## config.mk

```make
export PLATFORM = sky130hd
export DESIGN_NAME = irq_vector_ctl
export DESIGN_NICKNAME = d
export VERILOG_FILES = /design/src/rtl/irq_pkg.sv /design/src/rtl/irq_prio_enc.sv /design/src/rtl/irq_vector_ctl.sv
export SDC_FILE = /design/constraint.sdc
export NUM_CORES = 1
export LEC_CHECK = 0
export ABC_AREA = 1
export BUFFER_PORTS_ARGS = -buffer_cell sky130_fd_sc_hd__buf_2
export CAP_MARGIN = 20
export CORE_ASPECT_RATIO = 0.7
export CORE_MARGIN = 1.5
export CORE_UTILIZATION = 53
export DETAILED_ROUTE_END_ITERATION = 16
export PLACE_DENSITY = 0.84
export SYNTH_ARGS = -nofsm -noshare
export SYNTH_HDL_FRONTEND = slang
export SYNTH_HIERARCHICAL = 1
export SYNTH_SLANG_ARGS = --single-unit
```

## constraint.sdc

```tcl
create_clock -name clk_p -period 5.5 [get_ports clk_p]
set_clock_uncertainty 0.15 [all_clocks]
set_input_delay 0.825 -clock clk_p [delete_from_list [all_inputs] [get_ports clk_p]]
set_output_delay 0.825 -clock clk_p [all_outputs]
set_load 0.01 [all_outputs]
```

## src/rtl/irq_pkg.sv

```systemverilog
// irq_pkg: shared types, widths and helpers for the vectored interrupt controller
package irq_pkg;
  localparam int VEC_W = 16;
  localparam int MAX_CH = 16;
  typedef enum logic [1:0] {IDLE, SEL, ACK, WAIT} irq_state_e;
  function automatic int clog2(input int n);
    int r;
    r = 1;
    while ((1 << r) < n) r++;
    return r;
  endfunction
endpackage

```

## src/rtl/irq_prio_enc.sv

```systemverilog
// irq_prio_enc: NCH-input priority encoder searching upward from start_i (wrapping)
module irq_prio_enc
  import irq_pkg::*;
#(
  parameter int NCH = 8,
  parameter int IW = clog2(NCH)
) (
  input  logic [NCH-1:0] req_i,
  input  logic [IW-1:0]  start_i,
  output logic [IW-1:0]  idx_o,
  output logic           vld_o
);
  logic [IW-1:0] j;
  // first set request at or after start_i, wrapping modulo NCH
  always_comb begin
    idx_o = '0;
    vld_o = 1'b0;
    j = '0;
    for (int k = 0; k < NCH; k++) begin
      j = IW'((int'(start_i) + k) % NCH);
      if (!vld_o && req_i[j]) begin
        idx_o = j;
        vld_o = 1'b1;
      end
    end
  end
endmodule

```

## src/rtl/irq_vector_ctl.sv

```systemverilog
// irq_vector_ctl: vectored interrupt controller; define IRQ_ROUND_ROBIN_EN for rotating priority
module irq_vector_ctl
  import irq_pkg::*;
#(
  parameter int              NCH      = 8,
  parameter logic [VEC_W-1:0] SPUR_VEC = 16'o000000,
  parameter int              BLANK    = 2
) (
  input  logic                 clk_p,
  input  logic                 rst_n,
  input  logic [NCH-1:0]       irq_req,
  input  logic [VEC_W*NCH-1:0] irq_vec,
  output logic [NCH-1:0]       irq_ack,
  output logic                 virq,
  input  logic                 istb,
  output logic [VEC_W-1:0]     ivec,
  output logic                 iack
);
  localparam int IW = clog2(NCH);
  localparam int BW = clog2(BLANK + 1);
  irq_state_e       state_q, state_d;
  logic [IW-1:0]    win_q, win_d;
  logic             spur_q, spur_d;
  logic [VEC_W-1:0] ivec_q, ivec_d;
  logic             iack_q, iack_d;
  logic [NCH-1:0]   ack_q, ack_d;
  logic             virq_q;
  logic [BW-1:0]    blk_q [NCH];
  logic [NCH-1:0]   blanked, eff;
  logic [VEC_W-1:0] vec_a [NCH];
  logic [IW-1:0]    start, enc_idx;
  logic             enc_vld;
  for (genvar i = 0; i < NCH; i++) begin : g_ch
    assign blanked[i] = |blk_q[i];
    assign vec_a[i] = irq_vec[VEC_W*i +: VEC_W];
  end
  assign eff = irq_req & ~blanked;
`ifdef IRQ_ROUND_ROBIN_EN
  logic [IW-1:0] ptr_q, ptr_d;
  assign start = ptr_q;
  assign ptr_d = (state_q == ACK && !spur_q) ? ((win_q == IW'(NCH - 1)) ? '0 : win_q + 1'b1) : ptr_q;
  // rotation pointer moves past the channel just served
  always_ff @(posedge clk_p or negedge rst_n) begin
    if (!rst_n) ptr_q <= '0;
    else ptr_q <= ptr_d;
  end
`else
  assign start = '0;
`endif
  irq_prio_enc #(.NCH(NCH), .IW(IW)) u_enc (
    .req_i  (eff),
    .start_i(start),
    .idx_o  (enc_idx),
    .vld_o  (enc_vld)
  );
  // strobe handshake: latch winner, present vector, acknowledge, wait for strobe release
  always_comb begin
    state_d = state_q;
    win_d = win_q;
    spur_d = spur_q;
    ivec_d = ivec_q;
    iack_d = iack_q;
    ack_d = '0;
    case (state_q)
      IDLE: begin
        iack_d = 1'b0;
        if (istb) begin
          win_d = enc_idx;
          spur_d = ~enc_vld;
          state_d = SEL;
        end
      end
      SEL: begin
        ivec_d = spur_q ? SPUR_VEC : vec_a[win_q];
        state_d = istb ? ACK : IDLE;
      end
      ACK: begin
        iack_d = 1'b1;
        ack_d = spur_q ? '0 : NCH'(1) << win_q;
        state_d = WAIT;
      end
      default: begin
        iack_d = istb;
        state_d = istb ? WAIT : IDLE;
      end
    endcase
  end
  // FSM and registered outputs
  always_ff @(posedge clk_p or negedge rst_n) begin
    if (!rst_n) begin
      state_q <= IDLE;
      win_q <= '0;
      spur_q <= 1'b0;
      ivec_q <= '0;
      iack_q <= 1'b0;
      ack_q <= '0;
      virq_q <= 1'b0;
    end else begin
      state_q <= state_d;
      win_q <= win_d;
      spur_q <= spur_d;
      ivec_q <= ivec_d;
      iack_q <= iack_d;
      ack_q <= ack_d;
      virq_q <= |eff;
    end
  end
  // per-channel blanking so a device gets time to drop its request after service
  always_ff @(posedge clk_p or negedge rst_n) begin
    if (!rst_n) begin
      for (int i = 0; i < NCH; i++) blk_q[i] <= '0;
    end else begin
      for (int i = 0; i < NCH; i++) blk_q[i] <= ack_d[i] ? BW'(BLANK) : blk_q[i] - BW'(blanked[i]);
    end
  end
  assign irq_ack = ack_q;
  assign virq = virq_q;
  assign ivec = ivec_q;
  assign iack = iack_q;
endmodule
```

---- Word-level counts from Yosys, hierarchy flattened ----
Cells that the tools add are included.
cells by class
  equal/unequal tests ..................... 3
  multiplexer cells ....................... 34
  add/subtract/negate cells ............... 8
  reductions and logical operators ........ 25
  bitwise logic cells ..................... 4
  shift-type cells ........................ 1
  $lt $le $gt $ge ......................... 1
operator list
  operator                                         count
  binary-select mux 16 bit (select 3 bit)          1
  2-to-1 mux 16 bit                                3
  2-to-1 mux 2 bit                                 13
  2-to-1 mux 8 bit                                 2
  OR reduction 2 bit                               8
  subtractor 2 x 1 -> 2 bit                        8
  2-to-1 mux 3 bit                                 4
  2-to-1 mux 1 bit                                 9
  bitwise AND 8 bit                                1
  NOT 8 bit                                        1
  OR reduction 8 bit                               1
  << shifter 1 x 3 -> 8 bit, first input constant  1
  logical AND 1 bit                                7
  zero test 1 bit                                  7
  case mux 2 bit (3 select lines)                  1
  >= comparator 4 bit, second input constant       1
  NOT 3 -> 4 bit                                   1
  case mux 1 bit (3 select lines)                  1
  == test 2 x 1 -> 1 bit, second input constant    1
  == test 2 bit, second input constant             1
  zero test 2 bit                                  1
  != test 2 bit, second input constant             1
  AND reduction 2 bit                              1
  NOT 1 bit                                        1
storage, ports and cells
  bits of input ports ..................... 139
  register bits ........................... 48
  logic and storage cells ................. 91

---- Logic depth before layout (Yosys ltp) ----
  word-level depth ........................ 26
  gate-level depth with buffers ........... 19
  depth with buffers taken out ............ 18

---- By module ----
Netlist, hierarchy kept.
by module, submodules not included
  module          instances  area each (um^2)  cells an instance  seq. area each (um^2)
  irq_vector_ctl  1          3111.7            502                1201.2
  irq_prio_enc    1          899.6             135                0.0

---- Least setup slack after synthesis ----
Ideal clock, no wire load.
  kind .................................... input-to-reg
  from .................................... in irq_req[0]
  to ...................................... reg win_q[1]
  data required time ...................... 5221 ps
  arrival time ............................ 1959 ps
  setup slack ............................. 3262 ps
  stages on the path ...................... 15
  buffers on the path ..................... 0
  cell sequence ........................... nand2_1 nor2_1 nand2_4 nand3_2 nand3_2 nand2_4 inv_2 nand3_1 nor2_1 nor2_1 nand3_1 nor2_1 nand3_1 nor2_1 a21oi_1
between the ends
  longest elaborated chain between the ends .. 23
ends and longest elaborated chain
  what                   RTL line               source
  from (decl)            irq_vector_ctl.sv:11   input logic [NCH-1:0] irq_req,
  bitwise AND 8 bit (*)  irq_vector_ctl.sv:37   assign eff = irq_req & ~blanked;
  via eff[0]             irq_vector_ctl.sv:29   logic [NCH-1:0] blanked, eff;
  2-to-1 mux 1 bit (*)   irq_prio_enc.sv:21     if (!vld_o && req_i[j]) begin
  zero test 1 bit        irq_prio_enc.sv:21
  logical AND 1 bit      irq_prio_enc.sv:21
  2-to-1 mux 1 bit (*)   irq_prio_enc.sv:21
  zero test 1 bit        irq_prio_enc.sv:21
  logical AND 1 bit      irq_prio_enc.sv:21
  [9 not listed]         --
  2-to-1 mux 1 bit       irq_prio_enc.sv:21
  zero test 1 bit        irq_prio_enc.sv:21
  logical AND 1 bit      irq_prio_enc.sv:21
  2-to-1 mux 1 bit       irq_prio_enc.sv:21
  zero test 1 bit        irq_prio_enc.sv:21
  logical AND 1 bit      irq_prio_enc.sv:21
  2-to-1 mux 3 bit (*)   irq_prio_enc.sv:21
  via enc_idx[1]         irq_vector_ctl.sv:31   logic [IW-1:0] start, enc_idx;
  to (signal assigned)   irq_vector_ctl.sv:100  win_q <= win_d;
  to (decl)              irq_vector_ctl.sv:22   logic [IW-1:0] win_q, win_d;
Mark *: on every way through the listed nets, which the timed path passes. The rest lies on a longest branch.
A chain may end at the register's enable or synchronous reset.

---- Final worst setup path ----
  from .................................... in irq_req[5]
  to ...................................... reg win_q[2]
between the ends
  longest elaborated chain between the ends .. 9
ends and longest elaborated chain
  what                   RTL line
  bitwise AND 8 bit (*)  irq_vector_ctl.sv:37
  via eff[5]             irq_vector_ctl.sv:29
  logical AND 1 bit (*)  irq_prio_enc.sv:21
  2-to-1 mux 1 bit       irq_prio_enc.sv:21
  zero test 1 bit        irq_prio_enc.sv:21
  logical AND 1 bit      irq_prio_enc.sv:21
  2-to-1 mux 1 bit       irq_prio_enc.sv:21
  zero test 1 bit        irq_prio_enc.sv:21
  logical AND 1 bit      irq_prio_enc.sv:21
  2-to-1 mux 3 bit (*)   irq_prio_enc.sv:21
  via enc_idx[2]         irq_vector_ctl.sv:31
Marks and branches as above.

==> load_flow_metrics.sql <==
INSERT INTO impl_metrics (metric_group, metric, value, unit) VALUES
('sta', 'timing.fmax', '433', 'MHz'),
('sta', 'setup_tns', '0', 'ps'),
('detailed_routing', 'drc_viols', '0', ''),
('synthesis', 'ys_seq_elements', '48', ''),
('detailed_routing', 'routedWlPerCell', '13.6', 'um'),
('synthesis', 'synth_sequential_area_ratio', '29.9', '%'),
('placement', 'gpl.final_weighted_congestion', '1.02', ''),
('sta', 'hold_violations', '0', ''),
('outcome', 'outcome', 'complete, no violations', ''),
('clock_network', 'cts_root_buf', 'sky130_fd_sc_hd__clkbuf_8', ''),
('worst_setup_path', 'worst-setup-path-type', 'in -> reg', ''),
('floorplanning', 'die_w', '107', 'um'),
('worst_setup_path', 'slowest_stage', 'sky130_fd_sc_hd__o21ai_2', ''),
('clock_network', 'postCtsSetupRepairBufs', '0', ''),
('synthesis', 'syn_area', '4010', 'um^2'),
('synthesis', 'synth_top_cells_by_area', 'sky130_fd_sc_hd__nand2_1, sky130_fd_sc_hd__dfrtp_1, sky130_fd_sc_hd__nand3_1', ''),
('sta', 'timing.final.crit_period', '2310', 'ps'),
('layout', 'final_net_count', '927', ''),
('power_and_ir_drop', 'p_per_area', '393', 'nW/um^2'),
('power_and_ir_drop', 'max-vdd-ir-drop', '0.264', 'mV'),
('hold_path', 'worstHoldPathType', 'reg -> reg', ''),
('sta', 'grt_setup_unrepaired', 'no', ''),
('sta', 'tightestPinTransition', '949', 'ps'),
('worst_setup_path', 'worst-endpoint-required', '5570', 'ps'),
('grt', 'grt_pass1_vias', '3994', ''),
('floorplanning', 'placeableCoreArea', '7320', 'um^2'),
('synthesis', 'synth.yosys.warnings', '6', ''),
('synthesis', 'syn-mean-instance-area', '6.30', 'um^2'),
('worst_setup_path', 'startpoint_type', 'input pin', ''),
('sta', 'finalMaxSlewViolations', '0', ''),
('detailed_routing', 'drt_wl_total', '12000', 'um'),
('clock_network', 'cts_resized', '0', ''),
('layout', 'multi_input_area', '2420', 'um^2'),
('worst_setup_path', 'timing.critical_path.max_delay_family', 'simple AND/OR/NAND/NOR gates', ''),
('flow_run', 'max-cap-violations', '0', ''),
('placement', 'portBuffers', '164', ''),
('detailed_routing', 'antenna_left', '0', ''),
('worst_setup_path', 'worst-path-buf-inv', '2', ''),
('placement', 'place_hpwl', '9570', 'um'),
('worst_setup_path', 'critPathMostFrequentCell', 'sky130_fd_sc_hd__nand2_1', ''),
('layout', 'flow.area_growth_from_synthesis', '21.2', '%'),
('layout', 'layout-drive-gt1-share', '28.6', '%'),
('floorplanning', 'die_area', '8110', 'um^2'),
('sta', 'setup_violations', '0', ''),
('floorplanning', 'top_level_ports', '165', ''),
('clock_network', 'tritoncts', 'done', ''),
('synthesis', 'number_of_flops_mapped_to_enable_cells_by_yosys', '0', ''),
('layout', 'regArea', '1200', 'um^2'),
('synthesis', 'netlist.top_cell.by_area', 'sky130_fd_sc_hd__nand2_1', ''),
('power_and_ir_drop', 'static-leakage-power', '2.86', 'nW'),
('clock_network', 'worst_skew_pair.late_latency', '300', 'ps'),
('clock_network', 'cts_buffers', '5', ''),
('grt', 'grt_first_pass_wirelength', '18800', 'um'),
('clock_network', 'clock_path_buffers', '2', ''),
('synthesis', 'synthArstFlopShare', '100', '%'),
('power_and_ir_drop', 'finalPower', '1.91', 'mW'),
('clock_network', 'cts_sinks', '48', ''),
('grt', 'globalRouteTotalUtil', '29.7', '%'),
('clock_network', 'post_cts_hold_buffer_count', '0', ''),
('floorplanning', 'start_util', '54.8', '%'),
('floorplanning', 'dieHeight', '75.8', 'um'),
('sta', 'final.period_utilization', '42.0', '%'),
('layout', 'diodes', '0', ''),
('grt', 'grt_antenna_before_repair', '0', ''),
('worst_setup_path', 'crit_chain', 'buf_2 -> nand2_1 -> nor2_1 -> nand2_4 -> nand3_2 -> nand2_2 -> o21ai_2 -> inv_1 -> nand2_1 -> nand3_1 -> nand2_1 -> nand2_1 -> nand2_1 -> nand2_1 -> nand3_1 -> nor2_1 -> a21oi_1', ''),
('synthesis', 'synthMostInstantiatedCell', 'sky130_fd_sc_hd__nand2_1', ''),
('worst_setup_path', 'cp_max_fo', '3', ''),
('worst_setup_path', 'crit_path_max_incr_delay', '270', 'ps'),
('worst_setup_path', 'endpoint_kind', 'register', ''),
('worst_setup_path', 'worst-endpoint-arrival', '2380', 'ps'),
('sta', 'timing.slew.headroom', '36.6', '%');
[metal layers]
layer	wire (um)	vias to the layer above	track usage, %
met3	954	19	6.42
met4	168	0	6.07
li1	-	2286	-
met1	5680	2098	42.8
met5	0	-	0
met2	5200	175	46.4
[cells by family after synthesis]
| group | synth area share (%) |
|---|---|
| AOI/OAI and AO/OA | 3.68 |
| and+or+nand+nor | 54.4 |
| other | 0.0935 |
| adders and majority gates | 0.624 |
| buffers and inverters | 10.1 |
| DFF | 29.9 |
| xor gates and xnor gates | 1.12 |
[state kept, by name, indices dropped and copies added (netlist names)]
name	cells
blk_q	16
iack	1
irq_ack	8
ivec	16
spur_q	1
state_q	2
virq	1
win_q	3
[cell usage in the layout, fill, tap and decap left out, types with 2 or more instances in the layout]
cell | Yosys | layout
sky130_fd_sc_hd__buf_4 | 5 | 3
sky130_fd_sc_hd__nand2_4 | 8 | 8
sky130_fd_sc_hd__nand2_2 | 6 | 6
sky130_fd_sc_hd__inv_2 | 5 | 5
sky130_fd_sc_hd__nand4_1 | 4 | 4
sky130_fd_sc_hd__clkbuf_8 | 0 | 5
sky130_fd_sc_hd__inv_1 | 43 | 43
sky130_fd_sc_hd__nand3_1 | 76 | 76
sky130_fd_sc_hd__conb_1 | 1 | 5
sky130_fd_sc_hd__nand2_1 | 324 | 324
sky130_fd_sc_hd__o22ai_1 | 7 | 7
sky130_fd_sc_hd__o21ai_0 | 8 | 8
sky130_fd_sc_hd__nor2_2 | 2 | 2
sky130_fd_sc_hd__buf_2 | 13 | 164
sky130_fd_sc_hd__dfrtp_1 | 48 | 47
sky130_fd_sc_hd__a21oi_1 | 7 | 7
sky130_fd_sc_hd__nor2_1 | 25 | 25
sky130_fd_sc_hd__ha_1 | 2 | 2
sky130_fd_sc_hd__nor3_1 | 9 | 9
sky130_fd_sc_hd__nand3_2 | 19 | 19
sky130_fd_sc_hd__nor2_4 | 4 | 4
sky130_fd_sc_hd__xnor2_1 | 2 | 2
[per-stage QoR]
step                      worst slack (ps)  cell area (um^2)  utilization (%)  instances  hold WS, ps
after floorplan                       3260              4030                -        641          258
after global placement                2970              4770             65.2        877          268
after detailed placement              2920              4770             65.2        877          273
after CTS                             3230              4860             66.4        885          286
after global routing                  3040              4860             66.4        885          300
final                                 3190              4860             66.4        885          285
[worst paths after layout]
path                                      from                   end  slack [ps]  depth (start not counted)
max                                 irq_req[5]  win_q[2]$_DFFE_PN0P_        3190                         17
min                        blk_q[12]$_DFF_PN0_   blk_q[12]$_DFF_PN0_         280                          1
max reg2reg                 blk_q[4]$_DFF_PN0_  win_q[2]$_DFFE_PN0P_        3330                         17
min reg2reg                blk_q[12]$_DFF_PN0_   blk_q[12]$_DFF_PN0_         280                          1
max in group asynchronous                rst_n  win_q[0]$_DFFE_PN0P_        4300                          2
min in group asynchronous                rst_n  irq_ack[0]$_DFF_PN0_         460                          2
[where the power goes]
group | internal (mW) | switching (mW) | total [mW]
Sequential | 0.462 | 0.0748 | 0.537
Clock | 0.0906 | 0.119 | 0.209
Combinational | 0.386 | 0.780 | 1.17
Total | 0.938 | 0.973 | 1.91
[cell type report]
cell class | count | share of cell area (%)
Multi-Input combinational cell | 515 | 49.7
Clock buffer | 6 | 1.49
Clock inverter | 2 | 0.335
Timing Repair Buffer | 167 | 17.3
Tap cell | 98 | 2.52
Inverter | 49 | 3.83
Sequential cell | 48 | 24.7
(Power assumes the default switching activity.)
